$ cat config.mk
export PLATFORM = sky130hd
export DESIGN_NAME = wma_filter_mc
export DESIGN_NICKNAME = d
export VERILOG_FILES = /design/src/rtl/wma_filter_mc.sv
export SDC_FILE = /design/constraint.sdc
export NUM_CORES = 1
export LEC_CHECK = 0
export ABC_AREA = 1
export BUFFER_PORTS_ARGS = -buffer_cell sky130_fd_sc_hd__buf_2
export CORE_ASPECT_RATIO = 0.5
export CORE_UTILIZATION = 31
export DETAILED_ROUTE_END_ITERATION = 12
export PLACE_DENSITY = 0.46
export RECOVER_POWER = 50
export SLEW_MARGIN = 20
export SYNTH_ARGS = -nofsm -noshare
export SYNTH_HDL_FRONTEND = slang
export SYNTH_SLANG_ARGS = --single-unit
$ cat constraint.sdc
create_clock -name clk -period 22.3 [get_ports clk]
set_clock_uncertainty 0.05 [all_clocks]
set_input_delay 2.23 -clock clk [delete_from_list [all_inputs] [get_ports clk]]
set_output_delay 2.23 -clock clk [all_outputs]
set_load 0.03 [all_outputs]
$ cat src/rtl/wma_filter_mc.sv
// Multi-channel weighted moving average with a valid/ready handshake on both sides.
// Each accepted sample updates its channel's running average and produces one result one clock later.
module wma_filter_mc #(
  parameter int unsigned DATA_W = 8,
  parameter int unsigned NUM_CH = 4,
  parameter int unsigned W_IN   = 3,
  parameter int unsigned W_OUT  = 1,
  parameter int unsigned W_HIST = 1,
  localparam int unsigned CH_W  = (NUM_CH > 1) ? $clog2(NUM_CH) : 1
) (
  input  logic              clk,
  input  logic              rst_n,
  input  logic [DATA_W-1:0] t1,
  input  logic [DATA_W-1:0] t2,
  input  logic [NUM_CH-1:0] ch_clear,
  input  logic              in_valid,
  output logic              in_ready,
  input  logic [CH_W-1:0]   in_ch,
  input  logic [DATA_W-1:0] in_x,
  output logic              out_valid,
  input  logic              out_ready,
  output logic [CH_W-1:0]   out_ch,
  output logic [DATA_W-1:0] out_wma,
  output logic              out_inband
);

  localparam int unsigned NUM_W = DATA_W + 5;
  localparam int unsigned DEN_W = 5;

  logic [NUM_CH-1:0][DATA_W-1:0] wma;
  logic [NUM_CH-1:0]             primed;

  logic              accept;
  logic              ch_ok;
  logic              hist_ok;
  logic              in_band;
  logic [DEN_W-1:0]  w;
  logic [DEN_W-1:0]  denom;
  logic [NUM_W-1:0]  num;
  logic [DATA_W-1:0] cur_wma;
  logic [DATA_W-1:0] new_wma;

  // Single output register: a new sample may enter whenever the held result leaves.
  assign in_ready = !out_valid || out_ready;
  assign accept   = in_valid && in_ready;

  // Weight selection and average update for the offered sample.
  always_comb begin
    ch_ok   = 32'(in_ch) < NUM_CH;
    cur_wma = '0;
    hist_ok = 1'b0;
    if (ch_ok) begin
      cur_wma = wma[in_ch];
      // A clear landing on the accepted channel makes this sample the first one.
      hist_ok = primed[in_ch] && !ch_clear[in_ch];
    end
    in_band = (t1 <= in_x) && (in_x < t2);
    w       = in_band ? DEN_W'(W_IN) : DEN_W'(W_OUT);
    denom   = w + DEN_W'(W_HIST);
    num     = NUM_W'(w) * NUM_W'(in_x) + NUM_W'(W_HIST) * NUM_W'(cur_wma);
    new_wma = hist_ok ? DATA_W'(num / NUM_W'(denom)) : in_x;
  end

  // Per-channel history; written on the accept edge so back-to-back samples see it.
  always_ff @(posedge clk or negedge rst_n) begin
    if (!rst_n) begin
      wma    <= '0;
      primed <= '0;
    end else begin
      primed <= primed & ~ch_clear;
      if (accept && ch_ok) begin
        wma[in_ch]    <= new_wma;
        primed[in_ch] <= 1'b1;
      end
    end
  end

  // Result register; held stable while the consumer stalls.
  always_ff @(posedge clk or negedge rst_n) begin
    if (!rst_n) begin
      out_valid  <= 1'b0;
      out_ch     <= '0;
      out_wma    <= '0;
      out_inband <= 1'b0;
    end else if (accept && ch_ok) begin
      out_valid  <= 1'b1;
      out_ch     <= in_ch;
      out_wma    <= new_wma;
      out_inband <= in_band;
    end else if (out_ready) begin
      out_valid  <= 1'b0;
    end
  end

endmodule
==> results_tabular.tex, run 1 <==
\begin{tabular}{lr}
\hline
Metric & Value \\
\hline
\multicolumn{2}{l}{\textbf{Cells and area}} \\
\quad ANT cells & 0 \\
\quad Layout filler cell count & 1593 \\
\quad Share of post-route cells with drive strength above 1 & 16.5\% \\
\quad Final layout net count & 800 \\
\quad Area growth, synth to finish & 12.7\% \\
\quad Number of cells in the finished layout apart from fillers & 913 \\
\quad Reg area & 0.00120 mm² \\
\quad Area of combinational cells with multiple inputs & 0.00312 mm² \\
\quad Post-layout util & 36.4\% \\
\multicolumn{2}{l}{\textbf{Synth}} \\
\quad Avg Synthesized Cell Area & 7.14 µm² \\
\quad Primary FF master, synth & sky130\_fd\_sc\_hd\_\_dfrtp\_1 \\
\quad Count of warnings emitted by yosys & 0 \\
\quad Mapped cell area & 0.00476 mm² \\
\quad Number of synthesized flops with an enable pin & 0 \\
\quad Register bit total from synthesis & 48 \\
\quad Cells taking the most area after synthesis & sky130\_fd\_sc\_hd\_\_dfrtp\_1 25\%, sky130\_fd\_sc\_hd\_\_nand2\_1 13\%, sky130\_fd\_sc\_hd\_\_ha\_1 12\% \\
\quad Post-synth cell types & 44 \\
\quad Fraction of post-synthesis cell area in the top cell type by area & 25.2\% \\
\quad Post-synthesis sequential area ratio & 25.2\% \\
\quad Number of instances in the synthesized netlist & 666 \\
\quad Yosys top cell by area & sky130\_fd\_sc\_hd\_\_dfrtp\_1 \\
\quad Share of flip-flops with an asynchronous set or reset & 100\% \\
\multicolumn{2}{l}{\textbf{Run}} \\
\quad Maxcap violations & 1 \\
\multicolumn{2}{l}{\textbf{Clock tree}} \\
\quad Post-CTS sizing & 0 \\
\quad Total number of clock tree sinks & 48 \\
\quad Clock Path Buffers & 2 \\
\quad CTS H-tree lvls & 2 \\
\quad CTS Buf Count & 5 \\
\quad Clock tree from TritonCTS & done \\
\quad Cell at the root of the clock tree & sky130\_fd\_sc\_hd\_\_clkbuf\_16 \\
\quad Total of hold buffers inserted after clock tree synthesis & 0 \\
\quad Clock transition at the register clock pins on the worst setup and hold paths after CTS & 0.07 ns \\
\quad Insertion delay to the later sink of the worst-skew pair & 0.29 ns \\
\quad Post-CTS setup-driven buffer insertion count & 0 \\
\multicolumn{2}{l}{\textbf{Drt}} \\
\quad First-pass detailed-route iteration total & 4 \\
\quad Detailed Route Iter0 Violations & 235 \\
\quad Number of design rule violations left after detail routing & 0 \\
\quad Average detailed-routed wire length per instance & 13.3 µm \\
\quad Final wirelength & 12200 µm \\
\quad Vias per cell & 4.76 \\
\quad Count of nets left with antenna violations after detail routing & 0 \\
\quad Vias after detailed routing & 4344 \\
\multicolumn{2}{l}{\textbf{Global routing}} \\
\quad Vias in the first global route & 4079 \\
\quad GR Overflow Total & 0 \\
\quad First-pass GRT wire length & 20400 µm \\
\quad Total GRT Usage & 16.2\% \\
\quad Largest net degree at the start of global routing & 49 \\
\quad Number of antenna violations at the first check in global routing & 0 \\
\multicolumn{2}{l}{\textbf{Timing}} \\
\quad Sum of negative setup slack & 0 ns \\
\quad RSZ-0062 raised after global routing & false \\
\quad Setup violations, final & 0 \\
\quad Slew @ Worst Pin & 2.60 ns \\
\quad Tmin final & 17.51 ns \\
\quad Total count of hold-check failures in the final report & 0 \\
\quad Final slew viol count & 49 \\
\quad Max-Slew Margin vs Limit & -73.1\% \\
\quad Maximum clock frequency & 57.1 MHz \\
\quad Final worst path period share & 78.5\% \\
\quad Minimum setup slack in the final design & 4.79 ns \\
\multicolumn{2}{l}{\textbf{Outcome}} \\
\quad Violated checks & capacitance limit, slew limit \\
\quad Result of the run & finished with violations \\
\multicolumn{2}{l}{\textbf{Floorplan}} \\
\quad I/O pin count & 47 \\
\quad Core area & 0.0147 mm² \\
\quad FP Rows & 31 \\
\quad Die extent in y & 89.6 µm \\
\quad Die X-Extent & 177 µm \\
\quad Full die area & 0.0159 mm² \\
\quad Starting Density & 32.3\% \\
\multicolumn{2}{l}{\textbf{Worst setup path}} \\
\quad Critical path class & primary input to register \\
\quad Setup crit end kind & register \\
\quad Startpoint kind of the worst setup timing path & primary input \\
\quad Highest cell delay on the worst timing path & 0.53 ns \\
\quad Critical Path Fanout Max & 16 \\
\quad Cell at the slowest stage of the critical path & sky130\_fd\_sc\_hd\_\_fa\_1 \\
\quad CP delay by family, top & simple AND/OR/NAND/NOR gates \\
\quad Required time at the worst-slack endpoint & 22.43 ns \\
\quad Number of buffers and inverters on the critical path & 10 \\
\quad Critical path data arrival time & 17.65 ns \\
\multicolumn{2}{l}{\textbf{Place}} \\
\quad HPWL Detailed & 9650 µm \\
\quad Quantity of I/O buffers inserted on ports & 46 \\
\quad Worst slack after detailed placement & 4.35 ns \\
\quad Number of cells in the design after placement & 905 \\
\quad Placer congestion estimate & 0.803 \\
\multicolumn{2}{l}{\textbf{Worst hold path}} \\
\quad Classification of the worst-slack hold path & register to register \\
\hline
\end{tabular}
==> synthesized netlist by cell type, drive strengths merged (2+ instances only) <==
| library cell | instances |
|---|---|
| o21bai | 4 |
| nand3b | 6 |
| or2 | 6 |
| fa | 8 |
| clkbuf | 7 |
| dfrtp | 48 |
| o221ai | 2 |
| a221oi | 7 |
| a22oi | 4 |
| xor2 | 9 |
| o22ai | 18 |
| a21o | 2 |
| nor2 | 57 |
| nor3 | 11 |
| ha | 44 |
| nand4 | 13 |
| nand3 | 42 |
| clkinv | 5 |
| a21oi | 17 |
| o21a | 8 |
| o21ai | 47 |
| nand2 | 187 |
| inv | 106 |
==> routing by layer <==
| metal | vias up | wire length (µm) | GRT usage, % |
|---|---|---|---|
| li1 | 2291 | - | - |
| met1 | 1979 | 6730 | 24.2 |
| met2 | 65 | 5020 | 25.5 |
| met3 | 9 | 323 | 1.30 |
| met4 | 0 | 100 | 3.29 |
| met5 | - | 0 | 0 |
==> state kept, by name (all words and copies together), names as in the netlist <==
signal / count
out_ch: 2
primed: 4
out_valid: 1
out_wma: 8
wma: 32
out_inband: 1
==> placed cells by master (no fill, tap or decap), drive strengths merged, types with 11 or more instances in the layout <==
| cell | count |
|---|---|
| buf | 40 |
| inv | 107 |
| ha | 44 |
| o21ai | 47 |
| nor3 | 11 |
| nor2 | 57 |
| a21oi | 17 |
| o22ai | 18 |
| clkbuf | 13 |
| nand2 | 187 |
| dfrtp | 48 |
| nand3 | 42 |
| nand4 | 13 |
==> per-stage QoR <==
| stage | instance area (µm²) | hold slack (ns) |
|---|---|---|
| finish | 5360 | 0.425 |
| global route | 5360 | 0.442 |
| CTS | 5370 | 0.432 |
| detailed placement | 5220 | 0.412 |
| global placement | 5220 | 0.410 |
| floorplan | 4760 | 0.400 |
==> cell type report <==
class | instances | share of cell area [%]
clock buffer | 6 | 2.59
sequential | 48 | 22.4
inverter | 111 | 7.77
tap | 198 | 4.62
timing repair buffer | 47 | 4.22
multi-input combinational | 501 | 58.1
clock inverter | 2 | 0.257
==> logic make-up (layout without fill, tap and decap cells) <==
kind of cell | after synthesis | in the layout | synth area share (%)
simple gates | 323 | 323 | 33.7
buf+inv | 118 | 166 | 9.31
compound gates | 115 | 115 | 15.1
fa+ha+maj | 52 | 52 | 14.9
flops | 48 | 48 | 25.2
xor+xnor | 9 | 9 | 1.66
other cells | 1 | 2 | 0.0788
==> path summary, 6_finish.rpt <==
kind	cells past startpoint	from	slack, ns	end
max reg2reg	86	wma[25]$_DFFE_PN0P_	7.71	wma[24]$_DFFE_PN0P_
min	2	out_wma[4]$_DFFE_PN0P_	0.43	out_wma[4]$_DFFE_PN0P_
min reg2reg	2	out_wma[4]$_DFFE_PN0P_	0.43	out_wma[4]$_DFFE_PN0P_
max	93	in_x[7]	4.79	wma[24]$_DFFE_PN0P_
max in group asynchronous	2	rst_n	17.94	primed[0]$_DFF_PN0_
min in group asynchronous	2	rst_n	2.80	wma[3]$_DFFE_PN0P_
==> tightest hold or removal path: cells and delay by family, from the launching register on <==
kind / cells / cell delay (ns)
flops: 1 / 0.34
simple gates: 2 / 0.10
Power of run 1 is not shown: default switching activity piles up to over one toggle a cycle in this logic, so the estimate is an artifact.
==> run 2, diff against run 1 <==
--- a/config.mk
+++ b/config.mk
@@ -10,7 +10,7 @@
 export CORE_ASPECT_RATIO = 0.5
 export CORE_UTILIZATION = 31
 export DETAILED_ROUTE_END_ITERATION = 12
-export PLACE_DENSITY = 0.46
+export PLACE_DENSITY = 0.48
 export RECOVER_POWER = 50
 export SLEW_MARGIN = 20
 export SYNTH_ARGS = -nofsm -noshare
==> constraint.sdc (replaced) <==
create_clock -name clk -period 14.3 [get_ports clk]
set_clock_uncertainty 0.05 [all_clocks]
set_input_delay 1.43 -clock clk [delete_from_list [all_inputs] [get_ports clk]]
set_output_delay 1.43 -clock clk [all_outputs]
set_load 0.03 [all_outputs]
==> results_tabular.tex, run 2 (synthesis results as in run 1) <==
\begin{tabular}{lr}
\hline
Metric & Value \\
\hline
\multicolumn{2}{l}{\textbf{Clock tree}} \\
\quad Clock Path Buffers & 2 (unchanged) \\
\quad CTS Buf Count & 5 (unchanged) \\
\quad Total number of clock tree sinks & 48 (unchanged) \\
\quad Clock transition at the register clock pins on the worst setup and hold paths after CTS & 0.06 ns (about the same) \\
\quad Total of hold buffers inserted after clock tree synthesis & 0 (unchanged) \\
\quad Cell at the root of the clock tree & sky130\_fd\_sc\_hd\_\_clkbuf\_16 \\
\quad Insertion delay to the later sink of the worst-skew pair & 0.28 ns (about the same) \\
\quad CTS H-tree lvls & 2 (unchanged) \\
\quad Clock tree from TritonCTS & done \\
\multicolumn{2}{l}{\textbf{Place}} \\
\quad Placer congestion estimate & 0.793 (-1.2\%) \\
\quad Total cell area at the placement stage & 0.00548 mm² (+5.0\%) \\
\quad Quantity of I/O buffers inserted on ports & 46 (unchanged) \\
\quad HPWL Detailed & 9800 µm (+1.6\%) \\
\quad Worst slack after detailed placement & -0.634 ns (-4.99 ns) \\
\quad Number of cells in the design after placement & 939 (+3.8\%) \\
\multicolumn{2}{l}{\textbf{Global routing}} \\
\quad First-pass GRT wire length & 20100 µm (-1.5\%) \\
\quad Vias in the first global route & 4144 (+1.6\%) \\
\quad GR Overflow Total & 0 (unchanged) \\
\quad Largest net degree at the start of global routing & 49 (unchanged) \\
\quad Number of antenna violations at the first check in global routing & 0 (unchanged) \\
\quad Total GRT Usage & 15.7\% (-0.49 points) \\
\multicolumn{2}{l}{\textbf{Cells and area}} \\
\quad Leading cell type in the layout, fill and taps excluded & sky130\_fd\_sc\_hd\_\_nand2\_1 \\
\quad Most frequent cells in the layout & 154 x sky130\_fd\_sc\_hd\_\_nand2\_1, 87 x sky130\_fd\_sc\_hd\_\_inv\_1, 56 x sky130\_fd\_sc\_hd\_\_buf\_4, 48 x sky130\_fd\_sc\_hd\_\_dfrtp\_1, 41 x sky130\_fd\_sc\_hd\_\_buf\_2 \\
\quad ANT cells & 0 (unchanged) \\
\quad Post-route design area & 0.00610 mm² (+14\%) \\
\quad Final layout net count & 855 (+6.9\%) \\
\quad Post-layout util & 41.4\% (+5.0 points) \\
\quad Layout filler cell count & 1537 (-3.5\%) \\
\quad Area growth, synth to finish & 28.3\% \\
\quad Biggest register & wma \\
\quad Largest registers & wma (32), out\_wma (8), primed (4) \\
\quad Number of cells in the finished layout apart from fillers & 968 (+6.0\%) \\
\quad Share of post-route cells with drive strength above 1 & 30.0\% (+13 points) \\
\quad Number of flip-flops in the largest register & 32 (unchanged) \\
\multicolumn{2}{l}{\textbf{Floorplan}} \\
\quad Starting Density & 32.3\% (unchanged) \\
\quad I/O pin count & 47 (unchanged) \\
\quad Full die area & 0.0159 mm² (unchanged) \\
\quad Core area & 0.0147 mm² (unchanged) \\
\quad Die extent in y & 89.6 µm (unchanged) \\
\quad FP Rows & 31 (unchanged) \\
\quad Die X-Extent & 177 µm (unchanged) \\
\multicolumn{2}{l}{\textbf{Worst setup path}} \\
\quad Critical path data arrival time & 13.61 ns (-4.04 ns) \\
\quad Highest cell delay on the worst timing path & 0.51 ns (-0.02 ns) \\
\quad Required time at the worst-slack endpoint & 14.42 ns (-8.01 ns) \\
\quad Critical path class & primary input to register \\
\quad Startpoint kind of the worst setup timing path & primary input \\
\quad Critical Path Fanout Max & 6 (-10) \\
\quad Cell at the slowest stage of the critical path & sky130\_fd\_sc\_hd\_\_fa\_1 \\
\quad Setup crit end kind & register \\
\multicolumn{2}{l}{\textbf{Timing}} \\
\quad Maximum clock frequency & 74.2 MHz \\
\quad Slew @ Worst Pin & 2.61 ns (+0.0125 ns) \\
\quad Final slew viol count & 49 (unchanged) \\
\quad Tmin final & 13.48 ns \\
\quad Minimum setup slack in the final design & 0.816 ns (-3.97 ns) \\
\quad Setup violations, final & 0 (unchanged) \\
\quad Total count of hold-check failures in the final report & 0 (unchanged) \\
\quad Final worst path period share & 94.3\% \\
\quad Max-Slew Margin vs Limit & -74.0\% (-0.84 points) \\
\multicolumn{2}{l}{\textbf{Run}} \\
\quad Maxcap violations & 1 (unchanged) \\
\multicolumn{2}{l}{\textbf{Drt}} \\
\quad Average detailed-routed wire length per instance & 12.7 µm (-5.0\%) \\
\quad Vias per cell & 4.66 (-2.1\%) \\
\quad First-pass detailed-route iteration total & 4 (unchanged) \\
\quad Vias after detailed routing & 4508 (+3.8\%) \\
\quad Number of design rule violations left after detail routing & 0 (unchanged) \\
\quad Final wirelength & 12300 µm (+0.71\%) \\
\quad Count of nets left with antenna violations after detail routing & 0 (unchanged) \\
\quad Detailed Route Iter0 Violations & 225 (-4.3\%) \\
\multicolumn{2}{l}{\textbf{Outcome}} \\
\quad Result of the run & finished with violations \\
\quad Violated checks & capacitance limit, slew limit \\
\multicolumn{2}{l}{\textbf{Worst hold path}} \\
\quad Classification of the worst-slack hold path & register to register \\
\hline
\end{tabular}
==> run 2: cell type report <==
cell class,instances,area [µm²],area share (%)
clock inverter,1,30.0,0.492
multi-input combinational,501,3390,55.6
sequential,48,1200,19.7
clock buffer,7,153,2.50
inverter,111,424,6.95
tap,198,248,4.06
timing repair buffer,102,652,10.7
==> run 2: what timing repair did <==
action | CTS | global route
resized for setup | 6 | 64
cloned | 0 | 0
pin swaps | 0 | 43
setup endpoints to repair | 5 | 6
setup buffers | 0 | 21
==> run 2: routing by layer <==
metal,track usage [%],up-vias,share of wire [%]
met1,23.9,2075,56
met5,0,-,0
met2,24.6,31,42
li1,-,2400,-
met3,1.39,2,1.3
met4,2.12,0,0.16
==> run 2: final timing paths <==
path,cells after the start,startpoint,slack [ns],to
setup / recovery,94,in_x[5],0.82,wma[0]$_DFFE_PN0P_
hold / removal,2,out_wma[7]$_DFFE_PN0P_,0.42,out_wma[7]$_DFFE_PN0P_
setup reg to reg,87,wma[25]$_DFFE_PN0P_,2.30,wma[0]$_DFFE_PN0P_
hold reg to reg,2,out_wma[7]$_DFFE_PN0P_,0.42,out_wma[7]$_DFFE_PN0P_
max in group asynchronous,2,rst_n,10.72,out_wma[1]$_DFFE_PN0P_
min in group asynchronous,2,rst_n,2.01,out_wma[7]$_DFFE_PN0P_
==> run 2: metrics by stage <==
stage | TNS, ns | hold WS (ns)
2_1_floorplan | 0 | 0.400
3_3_place_gp | -2.67 | 0.410
3_5_place_dp | -3.16 | 0.411
4_1_cts | 0 | 0.429
5_1_grt | -0.490 | 0.459
6_report | 0 | 0.424
==> run 2: worst max-delay path: cells and delay by family <==
| kind | cells | cell delay (ns) |
|---|---|---|
| adder cells (fa/ha/maj) | 13 | 3.64 |
| AND/OR/NAND/NOR | 53 | 5.79 |
| AO/OA/AOI/OAI | 18 | 1.94 |
| buffers and inverters | 10 | 0.83 |
Power of run 2 is left out for the same reason.
